### src/rtl/seq_mul_div.sv
// seq_mul_div: iterative multiply / divide unit, one bit per cycle.
//
// Operands are captured on the Start-accept edge. The FSM then walks PREP
// (magnitudes and result signs), CALC (WIDTH shift-add or restoring-divide
// steps) and FIX (sign fix-up, Result load). Latency is WIDTH+3 cycles for
// every operation.
//
// Ports:
//   CLK       rising-edge clock
//   RST_n     asynchronous active-low reset; aborts any operation
//   Start     request, sampled only while idle
//   Op        0 = multiply, 1 = divide (captured with Start)
//   Signed    1 = two's-complement operands (captured with Start)
//   OperX     multiplicand / dividend
//   OperY     multiplier / divisor
//   Busy      operation in progress
//   Done      one-cycle pulse, Result valid
//   Result    product, or {remainder, quotient} for divide
//   DivByZero set with Done when a divide had OperY = 0
module seq_mul_div #(
   parameter int unsigned WIDTH = 8
) (
   input  logic                 CLK,
   input  logic                 RST_n,
   input  logic                 Start,
   input  logic                 Op,
   input  logic                 Signed,
   input  logic [WIDTH-1:0]     OperX,
   input  logic [WIDTH-1:0]     OperY,
   output logic                 Busy,
   output logic                 Done,
   output logic [2*WIDTH-1:0]   Result,
   output logic                 DivByZero
);

   localparam int unsigned CW = $clog2(WIDTH);

   typedef enum logic [1:0] {StIdle, StPrep, StCalc, StFix} state_t;

   state_t                state_q, state_d;
   logic                  accept_q;
   logic                  take;
   logic                  op_q, sgn_q;
   logic [WIDTH-1:0]      x_q, y_q;
   logic [WIDTH-1:0]      b_q;
   logic [2*WIDTH:0]      acc_q;
   logic [CW-1:0]         cnt_q;
   logic                  neg_quo_q, neg_rem_q, dz_q;
   logic [2*WIDTH-1:0]    result_q;
   logic                  done_q, dbz_q;

   logic [WIDTH-1:0]      abs_x, abs_y;
   logic [WIDTH:0]        add_hi;
   logic [2*WIDTH:0]      mul_next;
   logic [WIDTH:0]        shifted;
   logic                  ge;
   logic [WIDTH-1:0]      rem_new;
   logic [2*WIDTH:0]      div_next;
   logic [2*WIDTH-1:0]    prod;
   logic [WIDTH-1:0]      quo, rem;
   logic [2*WIDTH-1:0]    fix_result;

   // accept_q marks the cycle right after the accept edge; Start is not
   // re-sampled there so the captured operands stay put.
   assign take = (state_q == StIdle) && !accept_q && Start;

   // FSM state register
   always_ff @(posedge CLK or negedge RST_n) begin
      if (!RST_n) begin
         state_q <= StIdle;
      end else begin
         state_q <= state_d;
      end
   end

   // FSM next state
   always_comb begin
      state_d = state_q;
      unique case (state_q)
         StIdle:  if (accept_q) state_d = StPrep;
         StPrep:  state_d = StCalc;
         StCalc:  if (cnt_q == CW'(WIDTH - 1)) state_d = StFix;
         StFix:   state_d = StIdle;
         default: state_d = StIdle;
      endcase
   end

   // Datapath next-values
   always_comb begin
      abs_x = (sgn_q && x_q[WIDTH-1]) ? -x_q : x_q;
      abs_y = (sgn_q && y_q[WIDTH-1]) ? -y_q : y_q;

      // Shift-add: multiplier sits in the low half, partial product in the
      // upper WIDTH+1 bits so the add carry survives the shift.
      add_hi   = acc_q[2*WIDTH:WIDTH] + (acc_q[0] ? {1'b0, b_q} : '0);
      mul_next = {add_hi, acc_q[WIDTH-1:0]} >> 1;

      // Restoring divide: remainder in [2W-1:W], dividend/quotient in [W-1:0].
      shifted  = {acc_q[2*WIDTH-1:WIDTH], acc_q[WIDTH-1]};
      ge       = shifted >= {1'b0, b_q};
      rem_new  = ge ? (shifted[WIDTH-1:0] - b_q) : shifted[WIDTH-1:0];
      div_next = {1'b0, rem_new, acc_q[WIDTH-2:0], ge};

      prod = acc_q[2*WIDTH-1:0];
      quo  = acc_q[WIDTH-1:0];
      rem  = acc_q[2*WIDTH-1:WIDTH];

      if (!op_q) begin
         fix_result = neg_quo_q ? -prod : prod;
      end else if (dz_q) begin
         // Divide by zero returns the raw dividend, not its magnitude.
         fix_result = {x_q, {WIDTH{1'b1}}};
      end else begin
         fix_result = {(neg_rem_q ? -rem : rem), (neg_quo_q ? -quo : quo)};
      end
   end

   // Datapath registers
   always_ff @(posedge CLK or negedge RST_n) begin
      if (!RST_n) begin
         accept_q  <= 1'b0;
         op_q      <= 1'b0;
         sgn_q     <= 1'b0;
         x_q       <= '0;
         y_q       <= '0;
         b_q       <= '0;
         acc_q     <= '0;
         cnt_q     <= '0;
         neg_quo_q <= 1'b0;
         neg_rem_q <= 1'b0;
         dz_q      <= 1'b0;
         result_q  <= '0;
         done_q    <= 1'b0;
         dbz_q     <= 1'b0;
      end else begin
         accept_q <= take;
         done_q   <= 1'b0;
         if (take) begin
            op_q  <= Op;
            sgn_q <= Signed;
            x_q   <= OperX;
            y_q   <= OperY;
         end
         case (state_q)
            StPrep: begin
               acc_q     <= {{(WIDTH+1){1'b0}}, (op_q ? abs_x : abs_y)};
               b_q       <= op_q ? abs_y : abs_x;
               neg_quo_q <= sgn_q & (x_q[WIDTH-1] ^ y_q[WIDTH-1]);
               neg_rem_q <= sgn_q & x_q[WIDTH-1];
               dz_q      <= (y_q == '0);
               cnt_q     <= '0;
            end
            StCalc: begin
               acc_q <= op_q ? div_next : mul_next;
               cnt_q <= cnt_q + CW'(1);
            end
            StFix: begin
               result_q <= fix_result;
               done_q   <= 1'b1;
               dbz_q    <= op_q & dz_q;
            end
            default: ;
         endcase
      end
   end

   assign Busy      = (state_q != StIdle);
   assign Done      = done_q;
   assign Result    = result_q;
   assign DivByZero = dbz_q;

endmodule

### config.mk
export PLATFORM = sky130hd
export DESIGN_NAME = seq_mul_div
export DESIGN_NICKNAME = d
export VERILOG_FILES = /design/src/rtl/seq_mul_div.sv
export SDC_FILE = /design/constraint.sdc
export NUM_CORES = 1
export LEC_CHECK = 0
export ABC_AREA = 1
export CORE_MARGIN = 1
export CORE_UTILIZATION = 55
export CTS_CLUSTER_SIZE = 30
export DETAILED_ROUTE_END_ITERATION = 10
export GPL_TIMING_DRIVEN = 1
export PLACE_DENSITY = 0.8
export SETUP_SLACK_MARGIN = 0.02
export SLEW_MARGIN = 10
export SYNTH_ARGS = -nofsm -noshare
export SYNTH_HDL_FRONTEND = slang
export SYNTH_SLANG_ARGS = --single-unit
### constraint.sdc
create_clock -name CLK -period 2.3 [get_ports CLK]
set_clock_uncertainty 0.15 [all_clocks]
set_input_delay 0.345 -clock CLK [delete_from_list [all_inputs] [get_ports CLK]]
set_output_delay 0.345 -clock CLK [all_outputs]
set_load 0.005 [all_outputs]
# After elaboration in Yosys (flattened, before gate mapping)
# Index checks and enable logic that the tools add are counted.
op_classes:
  add_sub_neg: 8
  magnitude_cmp: 1
  eq_ne: 6
  mux: 18
  n_bitwise: 4
  reduce_logical: 10
op_table:
  columns: ["cell", "n"]
  rows:
  - ["$mux 16", 4]
  - ["$mux 8", 8]
  - ["$pmux 17 s2", 1]
  - ["$neg 8->8", 4]
  - ["$neg 16->16", 1]
  - ["$add 9x8->9", 1]
  - ["$ge 9x8->1", 1]
  - ["$logic_not 8->1", 1]
  - ["$pmux 2 s4", 1]
  - ["$sub 8x8->8", 1]
  - ["$pmux 3 s2", 1]
  - ["$eq 2x2->1 const B", 2]
  - ["$logic_and 1x1->1", 4]
  - ["$mux 2", 2]
  - ["$ne 2x2->1 const B", 2]
  - ["$reduce_bool 2->1", 2]
  - ["$add 3x1->3 const B", 1]
  - ["$and 1x1->1", 3]
  - ["$eq 3x3->1 const B", 1]
  - ["$eq 2x1->1 const B", 1]
  - ["$logic_not 2->1", 1]
  - ["$reduce_and 2->1", 1]
  - ["$logic_not 1->1", 1]
  - ["$mux 1", 1]
  - ["$xor 1x1->1", 1]
word_totals:
  reg_bits: 70
  in_bits: 21
  output_inout_bits: 19
  wordCells: 62

# Longest topological paths before layout
# Gate-level depths: netlist of run 1.
depth:
  word_depth: 4
  ltp_mapped: 15
  mapped_depth_nobuf: 14

# Worst setup path after synthesis of run 1
# No wires, ideal clock.
synth_path:
  path_kind: "register -> register"
  start: "register acc_q[0]"
  end: "register acc_q[11]"
  setup_time_ps: 117
  arrival_ps: 1832
  required_time_ps: 2033
  path_slack_ps: 200
  stages_incl_launch_ff: 14
  n_path_buf: 1
  synth_period_minus_slack_ps: 2100
  cell_sequence: "dfrtp_1 -> clkbuf_1 -> nand2_1 -> inv_1 -> ha_1 -> inv_1 -> fa_1 -> inv_1 -> nand3_1 -> nand3_1 -> xnor2_1 -> a21oi_1 -> nand3_1 -> nand2_1"
synth_via:
  elab_chain_len: 4
synth_rtl:
  columns: ["item", "line_no", "rtl"]
  rows:
  - ["start, declared", "46", "logic [2*WIDTH:0] acc_q;"]
  - ["start signal, assigned", "146", "acc_q <= {{(WIDTH+1){1'b0}}, (op_q ? abs_x : abs_y)};"]
  - ["start signal, assigned", "154", "acc_q <= op_q ? div_next : mul_next;"]
  - ["$mux 8", "95", "add_hi = acc_q[2*WIDTH:WIDTH] + (acc_q[0] ? {1'b0, b_q} : '0);"]
  - ["$add 9x8->9", "95", null]
  - ["$mux 16", "154", null]
  - ["$pmux 17 s2", "144", "case (state_q)"]
# Every way passes these cells. The select of a mux whose other input is x is not followed.
# A chain may end at the register's enable or synchronous reset.

# Final worst setup path of run 1
layout_path:
  start: "register state_q[0]"
  end: "output port Busy"
layout_via:
  elab_chain_len: 1
layout_rtl:
  columns: ["item", "line_no", "rtl"]
  rows:
  - ["start, declared", "40", "state_t state_q, state_d;"]
  - ["start signal, assigned", "70", "state_q <= StIdle;"]
  - ["start signal, assigned", "72", "state_q <= state_d;"]
  - ["$reduce_bool 2->1", "167", "assign Busy = (state_q != StIdle);"]
  - ["end, declared", "30", "output logic Busy,"]
# Every way passes these cells.

==> results, run 1 <==
- The most repeated library cell on the critical path is inv_1.
- Counting flops with an async set or reset pin after synthesis yields a share of 100.0%.
- The logic depth of the worst register-to-register path is 12.
- The endpoint of the worst-slack reg-to-reg timing path is acc_q[11].
- The die outline area is approximately 0.0094 sq mm.
- The critical path goes through inv_1 > ha_1 > inv_1 > clkdlybuf4s50_1.
- The final standard cell utilization of the core is between 60% and 70%.
- Port buffering added 39 buffers.
- The final count of negative-setup-slack endpoints is 0.
- The number of top-level pins is 40.
- The number of H-tree levels is 3.
- Hold is met by 0.3386 ns.
- The clock slew seen by the registers of the worst setup and hold paths is around 0.090 ns.
- For the pin with the worst max-slew slack, the measured transition is between 0.5 and 0.6 ns.
- The worst max-slew margin expressed relative to the limit is 65.59%.
- The final routed DRC violation total is 0.
- The count of maximum capacitance violations is 0.
- The number of global-route vias before repair is 4701.
- The via count is about 5000.
- The class of the tightest hold or removal check is in2async.
- STA puts the critical path data required time at approximately 1.8 ns.
- Summed over its instances, the top area cell type makes up roughly a third of the synthesized netlist area.
- The power density normalized to cell area is between 1500 and 2000 mW/mm^2.
- The maximum buffer depth of the clock tree is 2.
- The routed design has 13.36 mm of wire.
- The final worst setup slack is approximately 0.16 ns.
- For this configuration, the core starts out at a cell density of a little under three fifths.
- The count of non-filler cells in the finished layout is 868.
- The average cell area after synthesis is about 6.9 sq um.
- In this run, placement finished with an instance count of 851.
- Based on the critical path, the design can be clocked at up to ~470 MHz.
- The share of layout cells above drive strength 1 is 7.105%.
- The flop-to-flop setup slack is between 0.15 and 0.2 ns.
- The TritonCTS clock tree is built.
- The largest fanout of any net on the critical path is 4.
- Once detail routing completed, the nets flagged for antenna violations numbered 0.
- Measured along the x axis, the die boundary spans just under 100 um.
- The arrival time at the worst endpoint is around 1.6 ns.
- Before antenna repair, the detailed router went through 6 iterations.
- The number of instances in the synthesized netlist is 715.
- dfrtp_1 takes more of the synthesized area than any other cell.
- The critical path in this run is classified as reg2out.
- The run finished with clean final reports.
- Dividing the final minimum period by the clock period gives between 90% and 100%.
- The final-report max-slew violation count came to 0.
- The relative area change from synthesis to final layout is 15.60%.
- The number of nets produced by synthesis is roughly 770.
- The overall overflow remaining after global route is 0.
- The first global-routing pass estimated 22.49 mm of wire.
- The setup total negative slack is 0 ns.
- In this run, synthesis produced a sequential element count of ~70.
- The cell sitting at the root of the clock tree is a clkbuf_8.
- Yosys mapped a number of flops with a built-in enable equal to 0.
- The critical path startpoint is state_q[0].
- The total standard cell area after synthesis is 0.004948 sq mm.
- The startpoint identified for the worst register-to-register timing path is b_q[0].
- The startpoint type of the worst setup path is a flip-flop.
- The detailed-route vias per instance is 5.742.
- The part of the Yosys area used for sequential elements is 34.89%.
- Summed over all nets, the half-perimeter wirelength after detailed placement is just over 10 mm.
- Setup repair after global routing left no endpoint under its margin.
- The largest individual stage delay along the critical path comes from the cell clkdlybuf4s50_1.
- The detailed router finished its first iteration with between 300 and 400 violations.
- The clock network latency to the later pin of the worst-skew pair is about 0.36 ns.
- The total routing resource utilization after global routing is between 20 and 30%.
- The delay of the slowest critical-path stage is approximately 0.50 ns.
- The placement-stage cell area is 0.005480 sq mm.
- By area the synthesized netlist is led by dfrtp_1, nand2_1, nand3_1.
- The number of rows created at floorplan is 34.
- In this run the static leakage power is roughly 2.9 nW.
- Timing analysis after detailed placement gives a worst setup slack of 0.1624 ns.
- The final-stage net count is between 800 and 900.
- Clock tree synthesis inserted a total of 9 buffers.
- For this run, the number of Yosys warnings is 0.
- The post-route minimum period is 2.139 ns.
- The number of antenna diodes in the final layout is 0.
- After synthesis, the netlist uses 39 different library cells.
- The initial antenna violation count came to 0.
- The kind of end point of the critical path is a primary output.
- The total count of hold-check failures in the final report is 0.
- Entering global routing, the biggest net connects 51 pins.
- Among all flip-flop cells after synthesis, the most frequent one is dfrtp_1.
- The core footprint is between 0.008 and 0.009 sq mm.
- The largest voltage drop on the vdd net is 0.7003 mV.
- In this run the vertical extent of the chip is ~97 um.
- The cell area after layout is around 0.0057 sq mm.
- The total chip power is between 9 and 10 mW.
- The number of sinks driven by the clock tree is between 60 and 70.
- At the end of routability-driven placement, the weighted congestion stood at a little over 0.9.
- The wire length per cell after detailed routing is 15.39 um.
worst max path at each step:
stage,end,cells past startpoint
floorplan,acc_q[11],13
global placement,acc_q[11],10
detailed placement,acc_q[11],10
CTS,Busy,4
global route,acc_q[15],14
finish,Busy,4
state kept, by name, summed over array words and instances (netlist names):
signal and count:
accept_q 1, op_q 1, y_q 8, x_q 8, neg_quo_q 1, b_q 8, sgn_q 1, Done 1
dz_q 1, Result 16, cnt_q 3, acc_q 16, neg_rem_q 1, DivByZero 1, state_q 2
cell usage after synthesis (all sizes together) (6+ instances only):
cell type  count
nand2        194
dfrtp         69
ha            27
nand4         17
inv           95
buf           10
o22ai          6
nor2          49
nand3         82
clkbuf        15
a21oi         50
a31oi          6
o21ai         63
xor2          11
critical path, delay by kind of cell (launching register included):
family	cells	cell delay, ns
buffers and inverters	3	0.67
DFF	1	0.39
adders and majority gates	1	0.23
area by class of cell:
class,count,area [sq um]
inverters,98,367.9
well taps,108,135.1
repair buffers,54,513.0
flip-flops and latches,69,1728
multi-input cells,523,2748
clock buffers,9,123.9
clock inverters,7,105.1
fillers,809,3000
cells in the final DEF, fill, tap and decap left out, types with 6 or more instances in the layout:
cell             count
nand2_1            189
inv_1               86
nand3_1             80
dfrtp_1             68
o21ai_0             51
a21oi_1             49
nor2_1              45
clkdlybuf4s50_1     38
ha_1                27
nand4_1             17
buf_4               13
o21ai_1             12
xor2_1              11
inv_2                9
clkbuf_8             9
a31oi_1              6
o22ai_1              6
power breakdown:
| part | switching, mW | internal (mW) | total, mW |
|---|---|---|---|
| combinational | 3.94 | 2.28 | 6.22 |
| clock | 0.558 | 0.630 | 1.19 |
| sequential | 0.535 | 1.81 | 2.34 |
per-layer routing:
layer	wire (um)	vias to the layer above	global-route usage [%]
met4	490	0	13.32
met3	901	44	3.974
li1	-	2423	-
met1	5957	2295	40.69
met2	6012	222	47.18
met5	0	-	0
kinds of logic (layout without fill, tap and decap cells):
logic type	Yosys count	count (layout)	synth area share [%]
AND/OR/NAND/NOR	347	347	31.10
AO/OA/AOI/OAI	133	133	14.31
buffers and inverters	123	168	9.583
flip-flops	69	69	34.89
adder cells (fa/ha/maj)	29	29	7.636
XOR/XNOR	14	14	2.478
what timing repair did:
action                                  4_1_cts  5_1_grt
resized for setup                             0        1
hold buffers                                  1        0
endpoints found under the setup margin        0        1
endpoints found under the hold margin        19        0
setup buffers                                 0        0
No activity file was read; power rests on OpenSTA's default activity.
==> run 2: changes to the inputs <==
--- a/config.mk
+++ b/config.mk
@@ -11,6 +11,7 @@
 export CTS_CLUSTER_SIZE = 30
 export DETAILED_ROUTE_END_ITERATION = 10
 export GPL_TIMING_DRIVEN = 1
+export HOLD_SLACK_MARGIN = 0.06
 export PLACE_DENSITY = 0.8
 export SETUP_SLACK_MARGIN = 0.02
 export SLEW_MARGIN = 10
==> results of run 2 <==
Final layout, timing and power as in run 1 (identical DEF).
